**src/rtl/stopwatch_pkg.sv**
```systemverilog
// Shared state encodings for the stopwatch/watch button controller.
// The watch state codes double as the externally visible edit-field codes.
package stopwatch_pkg;

   localparam logic [1:0] FIELD_NONE = 2'd0;
   localparam logic [1:0] FIELD_SEC  = 2'd1;
   localparam logic [1:0] FIELD_MIN  = 2'd2;
   localparam logic [1:0] FIELD_HOUR = 2'd3;

   typedef enum logic [1:0] {
      SW_STOP  = 2'd0,
      SW_RUN   = 2'd1,
      SW_CLEAR = 2'd2
   } sw_state_t;

   typedef enum logic [1:0] {
      W_IDLE = FIELD_NONE,
      W_SEC  = FIELD_SEC,
      W_MIN  = FIELD_MIN,
      W_HOUR = FIELD_HOUR
   } w_state_t;

endpackage

```
**src/rtl/stopwatch_ctrl_btn_pulse_gen.sv**
```systemverilog
// Rising-edge pulse with hold-to-repeat: first repeat HOLD_CYCLES after the
// press, then every REPEAT_CYCLES while the button stays held.
module btn_pulse_gen #(
   parameter int unsigned HOLD_CYCLES   = 50_000_000,
   parameter int unsigned REPEAT_CYCLES = 10_000_000
) (
   input  logic clk,
   input  logic reset,
   input  logic i_btn,
   input  logic i_cancel,
   output logic o_pulse
);

   logic        r_prev;
   logic        r_arm;
   logic        r_rep;
   logic [31:0] r_cnt;

   logic        w_edge;
   logic        w_due;
   logic [31:0] w_thr;

   // r_arm blocks a spurious edge from a button already held through reset
   assign w_edge  = i_btn & ~r_prev & r_arm & ~i_cancel;
   assign w_thr   = r_rep ? 32'(REPEAT_CYCLES) : 32'(HOLD_CYCLES);
   assign w_due   = i_btn & ~i_cancel & (r_cnt != 32'd0) & (r_cnt == w_thr);
   assign o_pulse = w_edge | w_due;

   always_ff @(posedge clk) begin
      if (!reset) begin
         r_prev <= 1'b0;
         r_arm  <= ~i_btn;
         r_rep  <= 1'b0;
         r_cnt  <= 32'd0;
      end else begin
         r_prev <= i_btn;
         r_arm  <= r_arm | ~i_btn;
         if (!i_btn || i_cancel) begin
            r_cnt <= 32'd0;
            r_rep <= 1'b0;
         end else if (w_edge) begin
            r_cnt <= 32'd1;
            r_rep <= 1'b0;
         end else if (w_due) begin
            r_cnt <= 32'd1;
            r_rep <= 1'b1;
         end else if (r_cnt != 32'd0 && r_cnt != '1) begin
            r_cnt <= r_cnt + 32'd1;
         end
      end
   end

endmodule

```
**src/rtl/stopwatch_ctrl.sv**
```systemverilog
// Button/switch front end for a stopwatch + settable watch: run/stop/clear
// control for the stopwatch and field select with inc/dec for the watch.
module stopwatch_ctrl
   import stopwatch_pkg::*;
#(
   parameter int unsigned HOLD_CYCLES   = 50_000_000,
   parameter int unsigned REPEAT_CYCLES = 10_000_000
) (
   input  logic       clk,
   input  logic       reset,
   input  logic       Btn_L,
   input  logic       Btn_R,
   input  logic       Btn_U,
   input  logic       Btn_D,
   input  logic [1:0] sw,
   output logic       sw_run,
   output logic       sw_clear,
   output logic [1:0] w_field,
   output logic       w_inc,
   output logic       w_dec,
   output logic       mode,
   output logic       disp_sel,
   output logic [2:0] led
);

   sw_state_t r_sw_state;
   w_state_t  r_w_state;
   logic      r_prev_l;
   logic      r_prev_r;
   logic      r_arm_l;
   logic      r_arm_r;

   logic      w_edge_l;
   logic      w_edge_r;
   logic      w_mode_fall;
   logic      w_cancel;
   logic      w_editing;
   logic      w_pulse_u;
   logic      w_pulse_d;

   assign w_edge_l    = Btn_L & ~r_prev_l & r_arm_l;
   assign w_edge_r    = Btn_R & ~r_prev_r & r_arm_r;
   assign w_mode_fall = mode & ~sw[0];
   assign w_cancel    = (Btn_U & Btn_D) | w_mode_fall;
   assign w_editing   = sw[0] & (r_w_state != W_IDLE);
   assign w_field     = r_w_state;

   btn_pulse_gen #(
      .HOLD_CYCLES   (HOLD_CYCLES),
      .REPEAT_CYCLES (REPEAT_CYCLES)
   ) u_pulse_up (
      .clk      (clk),
      .reset    (reset),
      .i_btn    (Btn_U),
      .i_cancel (w_cancel),
      .o_pulse  (w_pulse_u)
   );

   btn_pulse_gen #(
      .HOLD_CYCLES   (HOLD_CYCLES),
      .REPEAT_CYCLES (REPEAT_CYCLES)
   ) u_pulse_dn (
      .clk      (clk),
      .reset    (reset),
      .i_btn    (Btn_D),
      .i_cancel (w_cancel),
      .o_pulse  (w_pulse_d)
   );

   always_ff @(posedge clk) begin
      if (!reset) begin
         r_prev_l <= 1'b0;
         r_prev_r <= 1'b0;
         r_arm_l  <= ~Btn_L;
         r_arm_r  <= ~Btn_R;
      end else begin
         r_prev_l <= Btn_L;
         r_prev_r <= Btn_R;
         r_arm_l  <= r_arm_l | ~Btn_L;
         r_arm_r  <= r_arm_r | ~Btn_R;
      end
   end

   // Stopwatch keeps its state (and keeps running) while the watch is selected
   always_ff @(posedge clk) begin
      if (!reset) begin
         r_sw_state <= SW_STOP;
         sw_run     <= 1'b0;
         sw_clear   <= 1'b0;
         mode       <= 1'b0;
         disp_sel   <= 1'b0;
         led        <= 3'b001;
      end else begin
         mode     <= sw[0];
         disp_sel <= sw[1];
         led[0]   <= ~sw[0];
         led[1]   <= sw[0];
         case (r_sw_state)
            SW_STOP: begin
               if (!sw[0] && w_edge_r) begin
                  r_sw_state <= SW_RUN;
                  sw_run     <= 1'b1;
                  led[2]     <= 1'b1;
                  sw_clear   <= 1'b0;
               end else if (!sw[0] && w_edge_l) begin
                  r_sw_state <= SW_CLEAR;
                  sw_run     <= 1'b0;
                  led[2]     <= 1'b0;
                  sw_clear   <= 1'b1;
               end else begin
                  sw_run   <= 1'b0;
                  led[2]   <= 1'b0;
                  sw_clear <= 1'b0;
               end
            end
            SW_RUN: begin
               sw_clear <= 1'b0;
               if (!sw[0] && w_edge_r) begin
                  r_sw_state <= SW_STOP;
                  sw_run     <= 1'b0;
                  led[2]     <= 1'b0;
               end else begin
                  sw_run <= 1'b1;
                  led[2] <= 1'b1;
               end
            end
            default: begin
               r_sw_state <= SW_STOP;
               sw_run     <= 1'b0;
               led[2]     <= 1'b0;
               sw_clear   <= 1'b0;
            end
         endcase
      end
   end

   always_ff @(posedge clk) begin
      if (!reset) begin
         r_w_state <= W_IDLE;
         w_inc     <= 1'b0;
         w_dec     <= 1'b0;
      end else begin
         w_inc <= w_editing & w_pulse_u;
         w_dec <= w_editing & w_pulse_d;
         if (!sw[0]) begin
            r_w_state <= W_IDLE;
         end else begin
            case (r_w_state)
               W_IDLE: if (w_edge_l) r_w_state <= W_SEC;
               W_SEC: begin
                  if (w_edge_r)      r_w_state <= W_IDLE;
                  else if (w_edge_l) r_w_state <= W_MIN;
               end
               W_MIN: begin
                  if (w_edge_r)      r_w_state <= W_IDLE;
                  else if (w_edge_l) r_w_state <= W_HOUR;
               end
               default: begin
                  if (w_edge_r)      r_w_state <= W_IDLE;
                  else if (w_edge_l) r_w_state <= W_SEC;
               end
            endcase
         end
      end
   end

endmodule

```
**config.mk**
```make
export PLATFORM = sky130hd
export DESIGN_NAME = stopwatch_ctrl
export DESIGN_NICKNAME = d
export VERILOG_FILES = /design/src/rtl/stopwatch_pkg.sv /design/src/rtl/stopwatch_ctrl_btn_pulse_gen.sv /design/src/rtl/stopwatch_ctrl.sv
export SDC_FILE = /design/constraint.sdc
export NUM_CORES = 1
export LEC_CHECK = 0
export ABC_AREA = 1
export CAP_MARGIN = 30
export CORE_ASPECT_RATIO = 0.6
export CORE_MARGIN = 2
export CORE_UTILIZATION = 40
export DETAILED_ROUTE_END_ITERATION = 7
export HOLD_SLACK_MARGIN = 0.06
export PLACE_DENSITY = 0.6
export SLEW_MARGIN = 20
export SYNTH_ARGS = -nofsm -noshare
export SYNTH_HDL_FRONTEND = slang
export SYNTH_SLANG_ARGS = --single-unit
export TNS_END_PERCENT = 1
```
**constraint.sdc**
```tcl
create_clock -name clk -period 2.16 [get_ports clk]
set_input_delay 0.54 -clock clk [delete_from_list [all_inputs] [get_ports clk]]
set_output_delay 0.54 -clock clk [all_outputs]
set_load 0.1 [all_outputs]
```
* Word-level counts from Yosys, hierarchy flattened
Cells that the tools add are included.
** Cells by class
- Add/sub/neg operators :: 2
- Div/mod/pow operators :: 0
- Multiply operators :: 0
- Mux-type cells :: 27
- Bitwise logic cells :: 40
- Shift-type cells :: 0
- Reduce and logical (&&, ||, !) cells :: 26
- Equality and inequality tests :: 11
- $lt $le $gt $ge :: 0
** Operators by type and width (number)
- adder 32 x 1 -> 32 bit (second input constant) :: 2
- == test 32 x 26 -> 1 bit :: 2
- inequality test 32 bit (second input constant) :: 2
- nonzero test 32 bit :: 2
- two-way mux 26 bit :: 2
- bitwise AND 1 bit :: 21
- two-way mux 2 bit :: 9
- two-way mux 1 bit :: 13
- inverter 1 bit :: 12
- inequality test 3 bit (second input constant) :: 3
- OR reduction 3 bit :: 3
- OR reduction 4 bit :: 2
- OR 1 bit :: 7
- case mux 2 bit (3 select lines) :: 1
- AND reduction 2 bit :: 3
- nonzero test 3 bit :: 2
- == test 2 x 1 -> 1 bit (second input constant) :: 2
- logical AND 1 bit :: 4
- logical NOT 2 bit :: 2
- case mux 2 bit (2 select lines) :: 1
- OR reduction 2 bit :: 2
- logical NOT 1 bit :: 3
- == test 2 bit (second input constant) :: 1
- logical OR 1 bit :: 2
- other kinds (3) :: 3
** Storage, ports and cells
- Bits in latches :: 0
- Memories kept :: 0
- Memory bits (writable) :: 0
- Bits in registers :: 87
- Bits of input ports :: 8
- Memory bits (read-only) :: 0
- Word-level logic and storage cells :: 129

* Logic depth before layout (Yosys ltp)
- Depth in word-level cells :: 9
- Depth in mapped cells :: 12
- Gate-level depth less buffers :: 11

* By module
Synthesis repeated with hierarchy kept, for this count alone.
** Second synthesis, totals
- Cell total of the unflattened synthesis :: 904
- Area, all modules :: 5435.2 um^2
** Modules (own cells, without submodules)
- btn_pulse_gen (u_pulse_up) :: seq. area each 700.7 um^2, cells each 418, area an instance 2493.6 um^2, times used 1
- btn_pulse_gen (u_pulse_dn) :: seq. area each 700.7 um^2, cells each 417, area an instance 2394.8 um^2, times used 1
- stopwatch_ctrl :: seq. area each 300.3 um^2, cells each 69, area an instance 546.8 um^2, times used 1

* Least setup slack after synthesis
No wires, ideal clock.
- Kind :: flip-flop to flip-flop
- From :: reg led[1] (netlist name)
- To :: reg u_pulse_dn.r_cnt[14]
- Data arrival time :: 1.855 ns
- Setup slack :: 0.231 ns
- Period minus slack after synthesis :: 1.929 ns
- Cell stages (with the launch flop) :: 10
- Cells stage by stage :: dfxtp_1 -> nand2_1 -> nand2_1 -> nor2_1 -> nand2_1 -> inv_1 -> nor2_1 -> nand2_2 -> buf_2 -> a31oi_1
** RTL lines
- end signal, assigned :: RTL line stopwatch_ctrl_btn_pulse_gen.sv:48 : r_cnt <= r_cnt + 32'd1;
- end, declared :: RTL line stopwatch_ctrl_btn_pulse_gen.sv:17 : logic [31:0] r_cnt;

* Worst setup path after layout
- From :: reg u_pulse_dn.r_cnt[2]
- To :: reg u_pulse_dn.r_cnt[25]
** Between the ends
- Longest elaborated chain between the ends :: 4
- Elaborated cells on any way between the ends :: 8
- Classes of those cells :: add/sub (1); eq/ne (2); bitwise (2); reduce/logical (3)
** RTL lines
- parallel branches: the longest is 4 deep, another holds adder 32 x 1 -> 32 bit
Parallel ways; which one is timed is not known.
A chain may end at the register's enable or synchronous reset.

==> results.py <==
metrics = {
    "layout": {
        "antenna_cells": 0,
        "n_fill_cell": 1372,
        "fin_nets": 980,
        "drive_above_1_share_pct": 9.25,
        "fin_area_sq_mm": 0.00629,
        "area_growth_pct": 16.3,
    },
    "detailed_routing": {
        "wirelength_um": 18200,
        "postRouteAntennaNets": 0,
        "wl_per_cell_um": 15.9,
        "first_pass_iters": 5,
        "vias": 5880,
        "avgViaCountPerCell": 5.14,
        "drc": 0,
        "drt_iter0_drc": 815,
    },
    "yosys": {
        "synth.distinct_cells": 28,
        "async_reset_ff_share_pct": 0,
        "ys_ff_latch": 85,
        "syn_area_per_cell_sq_um": 5.91,
        "yosys_most_used_dff": "dfxtp_1",
        "synth_edf_count": 0,
        "syn_inst": 915,
        "yosysMostFrequentCell": "nand2_1",
        "synth_area_leaders": "dfxtp_1 (31%), nand2_1 (20%), nor2_1 (12%), inv_1 (8.5%), nand3_1 (7.3%)",
        "yosysWarnings": 0,
        "synth_top_area_share_pct": 31.5,
        "yosysSeqAreaShare_pct": 31.5,
        "syn_nets": 927,
        "yosys.area.top_type": "dfxtp_1",
        "post_synth_instance_area_sq_mm": 0.00540,
        "synthTopCellsByCount": "nand2_1 (292), nor2_1 (169), inv_1 (123), dfxtp_1 (85), nand3_1 (79)",
    },
    "placed_design": {
        "dp_hpwl_um": 14600,
        "dpl_cell_area_sq_mm": 0.00599,
        "gp_congestion": 0.983,
        "io_buffers": 18,
    },
    "cts": {
        "clock_sinks": 85,
        "cts-htree-levels": 3,
        "clk_pin_slew_ps": 70,
        "cts-root-buf": "clkbuf_16",
        "cts_tree": "yes",
        "clk_path_buf_depth": 2,
        "clock_latency_ps": 330,
        "numCtsBuffers": 9,
    },
    "timing": {
        "fin_crit_ps": 1970,
        "fmax_mhz": 507,
        "period_share_pct": 91.4,
        "rsz0062_at_grt": "false",
        "worst_pin_slew_ps": 484,
        "relSlewSlack_pct": 67.6,
        "setup_viol": 0,
        "maxSlewViolCount": 0,
        "whs_ps": 439,
        "fin_worst_skew_ps": 8.68,
        "finalHoldViolCount": 0,
    },
    "floorplan": {
        "start_util_pct": 41.5,
        "die_h_um": 94.0,
        "fp.coreArea_sq_mm": 0.0130,
        "placementRows": 32,
        "dieArea_sq_mm": 0.0145,
        "ios": 19,
        "fp.dieW_um": 154,
    },
    "power_and_ir_drop": {
        "powerDensity_mw_per_mm2": 536,
        "power.total_uw": 3370,
        "p_leak_uw": 0.00290,
        "ir_worst_vdd_uv": 354,
    },
    "setup_path": {
        "ff2ff_path_depth": 8,
        "crit_path_end_kind": "flop",
        "r2r-end": "u_pulse_dn.r_cnt[25]",
        "required_ps": 2430,
        "start_kind": "flop",
        "crit_type": "flop to flop",
        "crit_arrival_ps": 2250,
        "critPathMaxFanout": 7,
        "worstReg2RegStart": "u_pulse_dn.r_cnt[2]",
        "reg2reg_slack_ps": 190,
    },
    "flow_run": {
        "cap_viol_max_count": 0,
    },
    "grt": {
        "grt_overflow_total": 0,
        "grt_use_total_pct": 25.9,
        "grt_pass1_wl_um": 28300,
        "antenna_found_initial": 0,
        "grt_max_degree": 19,
        "grt_pass1_vias": 4919,
    },
    "worst_hold_path": {
        "hp-start": "r_arm_r",
        "hold_path.class": "flop to flop",
        "min_to": "r_arm_r",
        "min_path_cells": 2,
    },
    "status": {
        "status": "complete, no violations",
    },
}
per-stage QoR:
stage,instances,setup TNS [ps],worst slack [ps],util [%]
floorplan,915,0,231,-
global placement,1127,-10.1,-4.46,46.0
detailed placement,1127,-872,-77.9,46.0
CTS,1143,0,29.7,48.3
global route,1143,0,4.47,48.3
finish,1143,0,186,48.3
cells in the final DEF (no fill, tap or decap), types with 2 or more instances in the layout:
cell	netlist	layout
nand2_1	292	292
nor2_1	169	169
inv_1	123	123
dfxtp_1	85	85
nand3_1	79	79
buf_4	2	49
a21oi_1	43	43
xor2_1	23	23
nand4_1	18	18
nor3_1	18	18
o21ai_0	10	10
nor2_4	8	9
clkbuf_16	0	9
clkdlybuf4s50_1	0	7
a31oi_1	5	5
inv_2	4	4
ha_1	4	4
nand2_2	3	3
clkinvlp_4	0	3
buf_12	0	3
o21ai_1	2	2
or2_2	2	2
xnor2_1	2	2
clkbuf_1	0	2
sequential cells by signal, summed over array words and instances (netlist names):
register,flops
r_prev_r,1
u_pulse_up.r_prev,1
r_arm_l,1
u_pulse_up.r_rep,1
r_sw_state,2
r_prev_l,1
w_dec,1
u_pulse_up.r_arm,1
sw_clear,1
u_pulse_up.r_cnt,32
u_pulse_dn.r_prev,1
w_field,2
u_pulse_dn.r_cnt,32
led,2
w_inc,1
u_pulse_dn.r_arm,1
r_arm_r,1
u_pulse_dn.r_rep,1
sw_run,1
disp_sel,1
final cells by class:
type	instances	area (sq um)	area share, %
clock inverter	5	61.3	0.975
inverter	128	482	7.66
sequential	85	1700	27.1
multi-input combinational	685	3100	49.3
clock buffer	11	233	3.70
tap	170	213	3.38
timing repair buffer	59	498	7.92
power by group:
group	switching (uW)	total, uW	internal, uW
clock	671	1570	901
combinational	140	202	62.0
sequential	8.19	1590	1580
critical path, cell delays in order (launching register included):
cell	delay [ps]
dfxtp_1	580
nand2_1	180
nor2_4	210
nand2_1	210
nor2_1	330
nand3_1	120
nand2_1	90
nand2_1	50
a21oi_1	130
what timing repair did:
item,CTS,global route
hold buffers,0,0
resized for setup,0,1
endpoints found under the setup margin,0,16
setup buffers,0,0
endpoints found under the hold margin,0,0
logic make-up after synthesis:
logic type,after synthesis,share of synthesized area [%]
AO/OA/AOI/OAI,61,5.83
flip-flops,85,31.5
adder cells (fa/ha/maj),4,0.926
XOR/XNOR,25,4.05
AND/OR/NAND/NOR,595,46.4
buffers and inverters,145,11.3
routing by layer:
| layer | track usage (%) | routed length (um) | vias to the layer above |
|---|---|---|---|
| li1 | - | - | 2933 |
| met1 | 45.2 | 9740 | 2606 |
| met2 | 28.7 | 5580 | 334 |
| met3 | 7.61 | 2750 | 7 |
| met4 | 3.50 | 94 | 0 |
| met5 | 0 | 0 | - |
how the worst max path moves through the flow:
stage	from	to	cells past startpoint
after CTS	u_pulse_dn.r_cnt[0]	u_pulse_dn.r_cnt[23]	11
after floorplan	led[1]	u_pulse_dn.r_cnt[14]	9
after global placement	sw[0]	u_pulse_up.r_cnt[6]	12
after global routing	sw[0]	u_pulse_dn.r_cnt[24]	12
after detailed placement	sw[0]	u_pulse_dn.r_cnt[26]	12
final	u_pulse_dn.r_cnt[2]	u_pulse_dn.r_cnt[25]	8
(Power assumes the default switching activity.)
